[src/rtl/countdown_display_pkg.sv]
// Shared types and constants for the countdown display: converter states,
// panel colour codes, 7-segment patterns and digit slot indices.
package countdown_display_pkg;

  typedef enum logic [1:0] {
    ST_IDLE  = 2'd0,
    ST_SHIFT = 2'd1,
    ST_LOAD  = 2'd2
  } conv_state_t;

  typedef enum logic [1:0] {
    COLOUR_NONE   = 2'b00,
    COLOUR_RED    = 2'b01,
    COLOUR_YELLOW = 2'b10,
    COLOUR_GREEN  = 2'b11
  } colour_t;

  // Segment patterns {g,f,e,d,c,b,a}, active-high
  localparam logic [6:0] SEG_0 = 7'h3F;
  localparam logic [6:0] SEG_1 = 7'h06;
  localparam logic [6:0] SEG_2 = 7'h5B;
  localparam logic [6:0] SEG_3 = 7'h4F;
  localparam logic [6:0] SEG_4 = 7'h66;
  localparam logic [6:0] SEG_5 = 7'h6D;
  localparam logic [6:0] SEG_6 = 7'h7D;
  localparam logic [6:0] SEG_7 = 7'h07;
  localparam logic [6:0] SEG_8 = 7'h7F;
  localparam logic [6:0] SEG_9 = 7'h6F;

  localparam logic [1:0] DIG_ONES     = 2'd0;
  localparam logic [1:0] DIG_TENS     = 2'd1;
  localparam logic [1:0] DIG_HUNDREDS = 2'd2;

  // Non-decimal nibbles decode to a dark digit
  function automatic logic [6:0] seg_code(input logic [3:0] digit);
    logic [6:0] code;
    case (digit)
      4'd0:    code = SEG_0;
      4'd1:    code = SEG_1;
      4'd2:    code = SEG_2;
      4'd3:    code = SEG_3;
      4'd4:    code = SEG_4;
      4'd5:    code = SEG_5;
      4'd6:    code = SEG_6;
      4'd7:    code = SEG_7;
      4'd8:    code = SEG_8;
      4'd9:    code = SEG_9;
      default: code = 7'h00;
    endcase
    return code;
  endfunction

endpackage

[src/rtl/countdown_display_bin2bcd.sv]
// Sequential double-dabble converter: 8-bit binary to three BCD nibbles,
// restarting whenever the input differs from the last value converted.
module bin2bcd_seq
  import countdown_display_pkg::*;
(
  input  logic       clk,
  input  logic       rst_n,
  input  logic [7:0] count,
  output logic [3:0] bcd_hund,
  output logic [3:0] bcd_tens,
  output logic [3:0] bcd_ones,
  output logic       done
);

  conv_state_t state_reg, state_next;
  logic [19:0] shift_reg;
  logic [19:0] adjusted;
  logic [7:0]  shadow_reg;
  logic        pending_reg;
  logic [3:0]  iter_reg;
  logic        start;

  assign start = (count != shadow_reg) || pending_reg;

  // Add-3 correction on each BCD nibble before the shift
  genvar gi;
  generate
    for (gi = 0; gi < 3; gi++) begin : g_adj
      logic [3:0] nib;
      assign nib = shift_reg[8 + 4*gi +: 4];
      assign adjusted[8 + 4*gi +: 4] = (nib >= 4'd5) ? nib + 4'd3 : nib;
    end
  endgenerate
  assign adjusted[7:0] = shift_reg[7:0];

  always_comb begin
    state_next = state_reg;
    case (state_reg)
      ST_IDLE:  if (start) state_next = ST_SHIFT;
      ST_SHIFT: if (iter_reg == 4'd7) state_next = ST_LOAD;
      ST_LOAD:  state_next = ST_IDLE;
      default:  state_next = ST_IDLE;
    endcase
  end

  always_ff @(posedge clk or negedge rst_n) begin
    if (!rst_n) begin
      state_reg   <= ST_IDLE;
      shift_reg   <= '0;
      shadow_reg  <= '0;
      pending_reg <= 1'b1;
      iter_reg    <= '0;
    end else begin
      state_reg <= state_next;
      case (state_reg)
        ST_IDLE: begin
          if (start) begin
            shadow_reg  <= count;
            shift_reg   <= {12'd0, count};
            pending_reg <= 1'b0;
            iter_reg    <= '0;
          end
        end
        ST_SHIFT: begin
          shift_reg <= {adjusted[18:0], 1'b0};
          iter_reg  <= iter_reg + 4'd1;
        end
        default: ;
      endcase
    end
  end

  assign bcd_hund = shift_reg[19:16];
  assign bcd_tens = shift_reg[15:12];
  assign bcd_ones = shift_reg[11:8];
  assign done     = (state_reg == ST_LOAD);

endmodule

[src/rtl/countdown_display.sv]
// Multiplexed 3-digit countdown display with leading-zero blanking, low-value
// blinking and a registered lamp colour code.
module countdown_display
  import countdown_display_pkg::*;
#(
  parameter int SCAN_DIV     = 4,
  parameter int BLINK_THRESH = 3,
  parameter int BLINK_DIV    = 8
) (
  input  logic       clk,
  input  logic       rst_n,
  input  logic [7:0] count,
  input  logic       red,
  input  logic       yellow,
  input  logic       green,
  output logic [6:0] seg,
  output logic [2:0] dig_en,
  output logic [1:0] colour
);

  localparam int SCAN_W  = (SCAN_DIV > 1) ? $clog2(SCAN_DIV) : 1;
  localparam int BLINK_W = (BLINK_DIV > 1) ? $clog2(BLINK_DIV) : 1;

  logic [3:0] bcd_hund, bcd_tens, bcd_ones;
  logic       conv_done;

  bin2bcd_seq u_bin2bcd (
    .clk      (clk),
    .rst_n    (rst_n),
    .count    (count),
    .bcd_hund (bcd_hund),
    .bcd_tens (bcd_tens),
    .bcd_ones (bcd_ones),
    .done     (conv_done)
  );

  logic [3:0]         hund_reg, tens_reg, ones_reg;
  logic [SCAN_W-1:0]  scan_cnt_reg;
  logic [1:0]         scan_idx_reg;
  logic [BLINK_W-1:0] blink_cnt_reg;
  logic               blink_phase_reg;
  logic [6:0]         seg_reg, seg_next;
  logic [2:0]         dig_en_reg, dig_en_next;
  colour_t            colour_reg, colour_next;

  logic       any_lamp;
  logic [3:0] digit_sel;
  logic       blank;
  logic [9:0] disp_value;
  logic       blink_off;

  assign any_lamp = red | yellow | green;

  always_ff @(posedge clk or negedge rst_n) begin
    if (!rst_n) begin
      hund_reg        <= '0;
      tens_reg        <= '0;
      ones_reg        <= '0;
      scan_cnt_reg    <= '0;
      scan_idx_reg    <= DIG_ONES;
      blink_cnt_reg   <= '0;
      blink_phase_reg <= 1'b0;
    end else begin
      if (conv_done) begin
        hund_reg <= bcd_hund;
        tens_reg <= bcd_tens;
        ones_reg <= bcd_ones;
      end
      if (scan_cnt_reg == SCAN_W'(SCAN_DIV - 1)) begin
        scan_cnt_reg <= '0;
        scan_idx_reg <= (scan_idx_reg == DIG_HUNDREDS) ? DIG_ONES : scan_idx_reg + 2'd1;
      end else begin
        scan_cnt_reg <= scan_cnt_reg + SCAN_W'(1);
      end
      // Free-running: blink phase is never realigned to value changes
      if (blink_cnt_reg == BLINK_W'(BLINK_DIV - 1)) begin
        blink_cnt_reg   <= '0;
        blink_phase_reg <= ~blink_phase_reg;
      end else begin
        blink_cnt_reg <= blink_cnt_reg + BLINK_W'(1);
      end
    end
  end

  assign disp_value = 10'(hund_reg) * 10'd100 + 10'(tens_reg) * 10'd10 + 10'(ones_reg);
  assign blink_off  = (disp_value <= 10'(BLINK_THRESH)) && blink_phase_reg;

  always_comb begin
    digit_sel = ones_reg;
    blank     = 1'b0;
    case (scan_idx_reg)
      DIG_TENS: begin
        digit_sel = tens_reg;
        blank     = (hund_reg == 4'd0) && (tens_reg == 4'd0);
      end
      DIG_HUNDREDS: begin
        digit_sel = hund_reg;
        blank     = (hund_reg == 4'd0);
      end
      default: ;
    endcase
    seg_next = (!any_lamp || blank || blink_off) ? 7'h00 : seg_code(digit_sel);
  end

  genvar gi;
  generate
    for (gi = 0; gi < 3; gi++) begin : g_dig
      assign dig_en_next[gi] = any_lamp && (scan_idx_reg == 2'(gi));
    end
  endgenerate

  always_comb begin
    colour_next = COLOUR_NONE;
    if (red)         colour_next = COLOUR_RED;
    else if (yellow) colour_next = COLOUR_YELLOW;
    else if (green)  colour_next = COLOUR_GREEN;
  end

  always_ff @(posedge clk or negedge rst_n) begin
    if (!rst_n) begin
      seg_reg    <= '0;
      dig_en_reg <= '0;
      colour_reg <= COLOUR_NONE;
    end else begin
      seg_reg    <= seg_next;
      dig_en_reg <= dig_en_next;
      colour_reg <= colour_next;
    end
  end

  assign seg    = seg_reg;
  assign dig_en = dig_en_reg;
  assign colour = colour_reg;

endmodule

[config.mk]
export PLATFORM = sky130hd
export DESIGN_NAME = countdown_display
export DESIGN_NICKNAME = d
export VERILOG_FILES = /design/src/rtl/countdown_display_pkg.sv /design/src/rtl/countdown_display_bin2bcd.sv /design/src/rtl/countdown_display.sv
export SDC_FILE = /design/constraint.sdc
export NUM_CORES = 1
export LEC_CHECK = 0
export CAP_MARGIN = 5
export CORE_ASPECT_RATIO = 1.4
export CORE_MARGIN = 8
export CORE_UTILIZATION = 30
export DETAILED_ROUTE_END_ITERATION = 7
export GPL_TIMING_DRIVEN = 0
export PLACE_DENSITY = 0.42
export SYNTH_ARGS = -nofsm -noshare
export SYNTH_HDL_FRONTEND = slang
export SYNTH_HIERARCHICAL = 1
export SYNTH_SLANG_ARGS = --single-unit
[constraint.sdc]
create_clock -name clk -period 7.5 [get_ports clk]
set_clock_uncertainty 0.1 [all_clocks]
set_input_delay 1.125 -clock clk [delete_from_list [all_inputs] [get_ports clk]]
set_output_delay 1.125 -clock clk [all_outputs]
set_load 0.03 [all_outputs]
==> impl_metrics.json, run 1 <==
{
  "synth_top_area_share_pct": 41.8,
  "die_y_um": 152,
  "r2r_cells": 14,
  "yosysTopAreaCell": "dfrtp_1",
  "root_buffer": "clkbuf_16",
  "final_layout_size_suffix_gt1_share_pct": 11.0,
  "drv_cap": 0,
  "grt_pass1_vias": 2884,
  "postCtsHoldBufs": 0,
  "status": "completed",
  "cts.htree.levels": 3,
  "switchingPower_uw": 854,
  "slew_headroom_pct": 64.4,
  "ir_drop_v": 0.000144,
  "via_per_inst": 4.92,
  "port_buffers": 24,
  "cp_max_fo": 7,
  "synthCells": 361,
  "dr.pass1.iters": 4,
  "area_delta_synth_final_pct": 19.5,
  "yosys-top-cells-area": "dfrtp_1 (42%), ha_1 (14%), mux2_2 (4.0%)",
  "synth_cell_types": 49,
  "timing.final.ws_setup_ns": 3.85,
  "grt-ovfl-total": 0,
  "arrival_ns": 3.75,
  "grtUsageTotal_pct": 10.5,
  "final_cell_mix": "dfrtp_1 (66), ha_1 (44), inv_1 (26), nand2_1 (23), clkdlybuf4s50_1 (23)",
  "period_share_pct": 48.7,
  "clock-sinks": 67,
  "cts_tree": "yes",
  "cts_setup_buffers": 0,
  "diodes": 0,
  "finalCriticalPeriod_ns": 3.65,
  "gp_congestion": 0.770,
  "fin_cells": 554,
  "power_frac_comb_pct": 50.5,
  "die_w_um": 113,
  "grt_max_degree": 52,
  "ys.flop_type": "dfrtp_1",
  "ys.warnings.count": 6,
  "leakage_uw": 0.00214,
  "ys_seq_area_share_pct": 42.5,
  "min_path_type": "reg2reg",
  "synth-seq-cells": 67,
  "finalMaxSlewViolations": 0,
  "start_util_pct": 30.7,
  "total_power_uw": 2150,
  "num_vias": 2723,
  "syn-cell-area_um2": 3950,
  "synth_edf_count": 0,
  "pwr_density_cell_nw_per_um2": 456,
  "num_io_pins": 25,
  "p_sw_share_pct": 39.6,
  "setup.worst_path.end": "seg[5]",
  "required_ns": 7.60,
  "clk_pin_slew_worst_paths_ns": 0.05,
  "worstSetupEndpointType": "register",
  "syn-num-nets": 423,
  "core_area_um2": 12900,
  "final_common_cell": "dfrtp_1",
  "grt_pass1_wl_um": 13900,
  "r2r_slack_ns": 3.85,
  "fin_nets": 459,
  "r2r-start": "hund_reg[0]",
  "p_clk_share_pct": 20.4,
  "antenna_found_initial": 0,
  "avgSynthCellArea_um2": 10.9,
  "timing.fmax_mhz": 274,
  "post_dp_cell_area_um2": 4410,
  "dpl.hpwl_um": 6380,
  "finalHoldViolations": 0,
  "wl_um": 8330,
  "crit_path_start_kind": "register",
  "drc": 0,
  "setup_viol": 0,
  "final_area_um2": 4720,
  "ant_nets": 0,
  "worst_slew_pin_slew_ns": 0.530,
  "dp.cells": 539,
  "numCtsBuffers": 9,
  "rsz0062_at_grt": "no",
  "die_area_um2": 17100,
  "p_int_uw": 1300,
  "cts_repair_resize_count": 0,
  "largest_register_ffs": 20,
  "rows": 49,
  "cp-startpoint": "hund_reg[0]",
  "cts_max_path_buffers": 2,
  "wl_per_cell_um": 15.0,
  "drt_iter0_drc": 88,
  "worstReg2RegEnd": "seg[5]",
  "timing.setup.tns_ns": 0,
  "post-place-ws_ns": 3.81,
  "clk_latency_ns": 0.33,
  "power_frac_seq_pct": 29.1,
  "worstSetupPathType": "reg2reg",
  "ys_async_sr_fraction_pct": 100
}
## area by class of cell
class,count,area [um^2]
tap,153,191
inverter,27,101
clock buffer,14,284
clock inverter,1,30.0
timing repair buffer,25,265
multi-input combinational,257,2120
buffer,10,46.3
fill,1307,8160
sequential,67,1680
## layer usage
metal / GRT usage (%) / wire [um]
met2: 20.2 / 4530
met3: 3.01 / 299
met4: 4.95 / 174
met1: 10.1 / 3330
met5: 0 / 0
## cell usage after synthesis, drive strengths merged, types with 3 or more instances
cell	instances
nor2	20
a22o	7
a21o	5
a21oi	13
xor2	15
o2bb2ai	4
nand2	23
nand2b	6
buf	5
nor3	10
xnor2	8
o22ai	3
or3	7
o22a	7
mux2i	7
o221a	7
o21ai	16
inv	26
ha	44
a22oi	4
nor2b	7
clkbuf	5
mux2	15
a211oi	4
nor4	3
nand3	3
fa	5
dfrtp	66
## metrics by stage
step           util (%)  hold slack, ns
2_1_floorplan         -           0.303
3_3_place_gp       34.0           0.314
3_5_place_dp       34.2           0.322
4_1_cts            36.7           0.329
5_1_grt            36.7           0.344
6_report           36.7           0.326
## logic make-up after synthesis
kind of cell             after synthesis  synth area share, %
AO/OA/AOI/OAI                         80                 15.1
adder cells (fa/ha/maj)               49                 16.5
flip-flops                            67                 42.5
XOR/XNOR                              23                 5.10
multiplexers                          22                 6.05
buffers and inverters                 37                 3.74
AND/OR/NAND/NOR                       83                 11.1
## worst min-delay path by stage
stage | cells past startpoint | slack (ns) | start | end
2_1_floorplan | 1 | 0.30 | blink_cnt_reg[0] | blink_cnt_reg[0]
3_3_place_gp | 1 | 0.31 | scan_cnt_reg[0] | scan_cnt_reg[0]
3_5_place_dp | 1 | 0.32 | blink_cnt_reg[0] | blink_cnt_reg[0]
4_1_cts | 1 | 0.33 | blink_cnt_reg[0] | blink_cnt_reg[0]
5_1_grt | 1 | 0.34 | scan_cnt_reg[0] | scan_cnt_reg[0]
6_report | 1 | 0.33 | scan_cnt_reg[0] | scan_cnt_reg[0]
## critical path, stage by stage, from the launching register on
cell and delay (ns):
dfrtp_1 0.48, inv_1 0.10, ha_1 0.29, ha_1 0.17, inv_1 0.06, fa_1 0.47
inv_1 0.04, ha_1 0.28, ha_1 0.35, nor2b_1 0.17, o2bb2ai_1 0.12, nor4_1 0.25
nand4_1 0.17, nor3_4 0.34, nor3_1 0.11
## power groups by stage
stage,Sequential (uW),Clock (uW),Combinational [uW]
2_1_floorplan,636,0,811
3_3_place_gp,634,0,1090
3_5_place_dp,635,0,1100
4_1_cts,630,453,1110
5_1_grt,646,469,1230
6_report,627,439,1090
Power figures use the tool's default switching activity.
==> run 2: changes to the inputs <==
==> constraint.sdc (replaced) <==
create_clock -name clk -period 3.6 [get_ports clk]
set_clock_uncertainty 0.1 [all_clocks]
set_input_delay 0.54 -clock clk [delete_from_list [all_inputs] [get_ports clk]]
set_output_delay 0.54 -clock clk [all_outputs]
set_load 0.03 [all_outputs]
==> impl_metrics.json, run 2 (synthesis results as in run 1) <==
{
  "drv_cap": 0,
  "grtUsageTotal_pct": 10.5,
  "drt_iter0_drc": 90,
  "drc": 0,
  "n_fill_cell": 1299,
  "ir_drop_v": 0.000301,
  "cp_max_fo": 7,
  "final_common_cell": "dfrtp_1",
  "dpl.hpwl_um": 6380,
  "dr.pass1.iters": 4,
  "crit_path_start_kind": "register",
  "cts_tree": "yes",
  "setup_viol": 0,
  "num_io_pins": 25,
  "die_y_um": 152,
  "wl_per_cell_um": 15.1,
  "period_share_pct": 95.9,
  "clk_pin_slew_worst_paths_ns": 0.05,
  "required_ns": 3.73,
  "rows": 49,
  "core_area_um2": 12900,
  "fin_cells": 558,
  "area_delta_synth_final_pct": 22.0,
  "worstSetupEndpointType": "register",
  "clock-sinks": 67,
  "finalMaxSlewViolations": 0,
  "grt_pass1_vias": 2888,
  "min_path_type": "reg2reg",
  "die_area_um2": 17100,
  "diodes": 0,
  "cts_max_path_buffers": 2,
  "final_util_pct": 37.4,
  "port_buffers": 24,
  "num_vias": 2728,
  "cts.htree.levels": 3,
  "ant_nets": 0,
  "arrival_ns": 3.58,
  "start_util_pct": 30.7,
  "via_per_inst": 4.89,
  "largest_register_ffs": 20,
  "antenna_found_initial": 0,
  "final_layout_size_suffix_gt1_share_pct": 13.8,
  "finalCriticalPeriod_ns": 3.45,
  "finalHoldViolations": 0,
  "wl_um": 8430,
  "clk_latency_ns": 0.33,
  "status": "completed",
  "die_w_um": 113,
  "root_buffer": "clkbuf_16",
  "worstSetupPathType": "reg2reg",
  "grt_pass1_wl_um": 13900,
  "timing.fmax_mhz": 290,
  "numCtsBuffers": 9,
  "leakage_uw": 0.00216,
  "dp.cells": 539,
  "slew_headroom_pct": 64.4,
  "total_power_uw": 4650,
  "fin_nets": 463,
  "grt_max_degree": 52,
  "gp_congestion": 0.770,
  "final_cell_mix": "dfrtp_1 (62), ha_1 (41), inv_1 (26), nand2_1 (23), clkdlybuf4s50_1 (23)",
  "grt-ovfl-total": 0,
  "pwr_density_cell_nw_per_um2": 966,
  "worst_slew_pin_slew_ns": 0.529
}
run 2: final timing paths:
path                                 start               endpoint  slack, ns  cells past startpoint
max                            tens_reg[1]                 seg[2]       0.15                     13
min                        scan_cnt_reg[0]        scan_cnt_reg[0]       0.33                      1
max reg2reg                    tens_reg[1]                 seg[2]       0.15                     13
min reg2reg                scan_cnt_reg[0]        scan_cnt_reg[0]       0.33                      1
max in group asynchronous            rst_n  u_bin2bcd/pending_reg       2.30                      3
min in group asynchronous            rst_n       blink_cnt_reg[0]       0.52                      2
run 2: layer usage:
layer / track usage, % / part of all wire, % / wire, um / vias to the layer above
li1: - / - / - / 1368
met1: 10.2 / 39 / 3290 / 1319
met4: 4.95 / 1.9 / 159 / 0
met3: 3.01 / 3.4 / 290 / 12
met5: 0 / 0 / 0 / -
met2: 20.2 / 56 / 4690 / 29
run 2: final cells by class:
| cell class | instances | area (um^2) | area share, % |
|---|---|---|---|
| repair buffers | 29 | 310 | 6.44 |
| clock inverters | 1 | 30.0 | 0.624 |
| clock buffers | 14 | 284 | 5.90 |
| inverters | 27 | 101 | 2.10 |
| well taps | 153 | 191 | 3.98 |
| plain buffers | 10 | 46.3 | 0.961 |
| flip-flops and latches | 67 | 1680 | 34.9 |
| multi-input cells | 257 | 2170 | 45.1 |
run 2: worst max-delay path: stages, from the launching register on:
cell and delay (ns):
dfrtp_2 0.44, ha_1 0.31, ha_1 0.23, fa_1 0.38, xor2_1 0.16, ha_1 0.32, ha_4 0.30, o211ai_1 0.10
o21ai_2 0.16, a31oi_1 0.12, xnor2_1 0.30, nor3_4 0.09, buf_12 0.14, a311oi_1 0.19
run 2: repair_timing:
action / 4_1_cts / 5_1_grt
gates resized for setup: 1 / 8
hold buffers: 1 / 0
setup endpoints to repair: 7 / 7
pin swaps: 1 / 5
buffers inserted: 1 / 2
endpoints found under the hold margin: 16 / 0
run 2: power breakdown:
part | internal, uW | switching, uW | total [uW]
clock | 608 | 304 | 912
sequential | 1050 | 250 | 1300
combinational | 1170 | 1270 | 2440
total | 2820 | 1830 | 4650
run 2: per-stage QoR:
stage                     setup slack [ns]  area (um^2)  hold WS, ns  setup TNS, ns
after floorplan                      0.277         3950        0.144              0
after CTS                           0.0235         4750        0.329              0
after detailed placement           -0.0913         4410        0.322         -0.559
after global routing               -0.0348         4820        0.344         -0.163
final                                0.146         4820        0.326              0
after global placement              -0.601         4380        0.314         -39.92
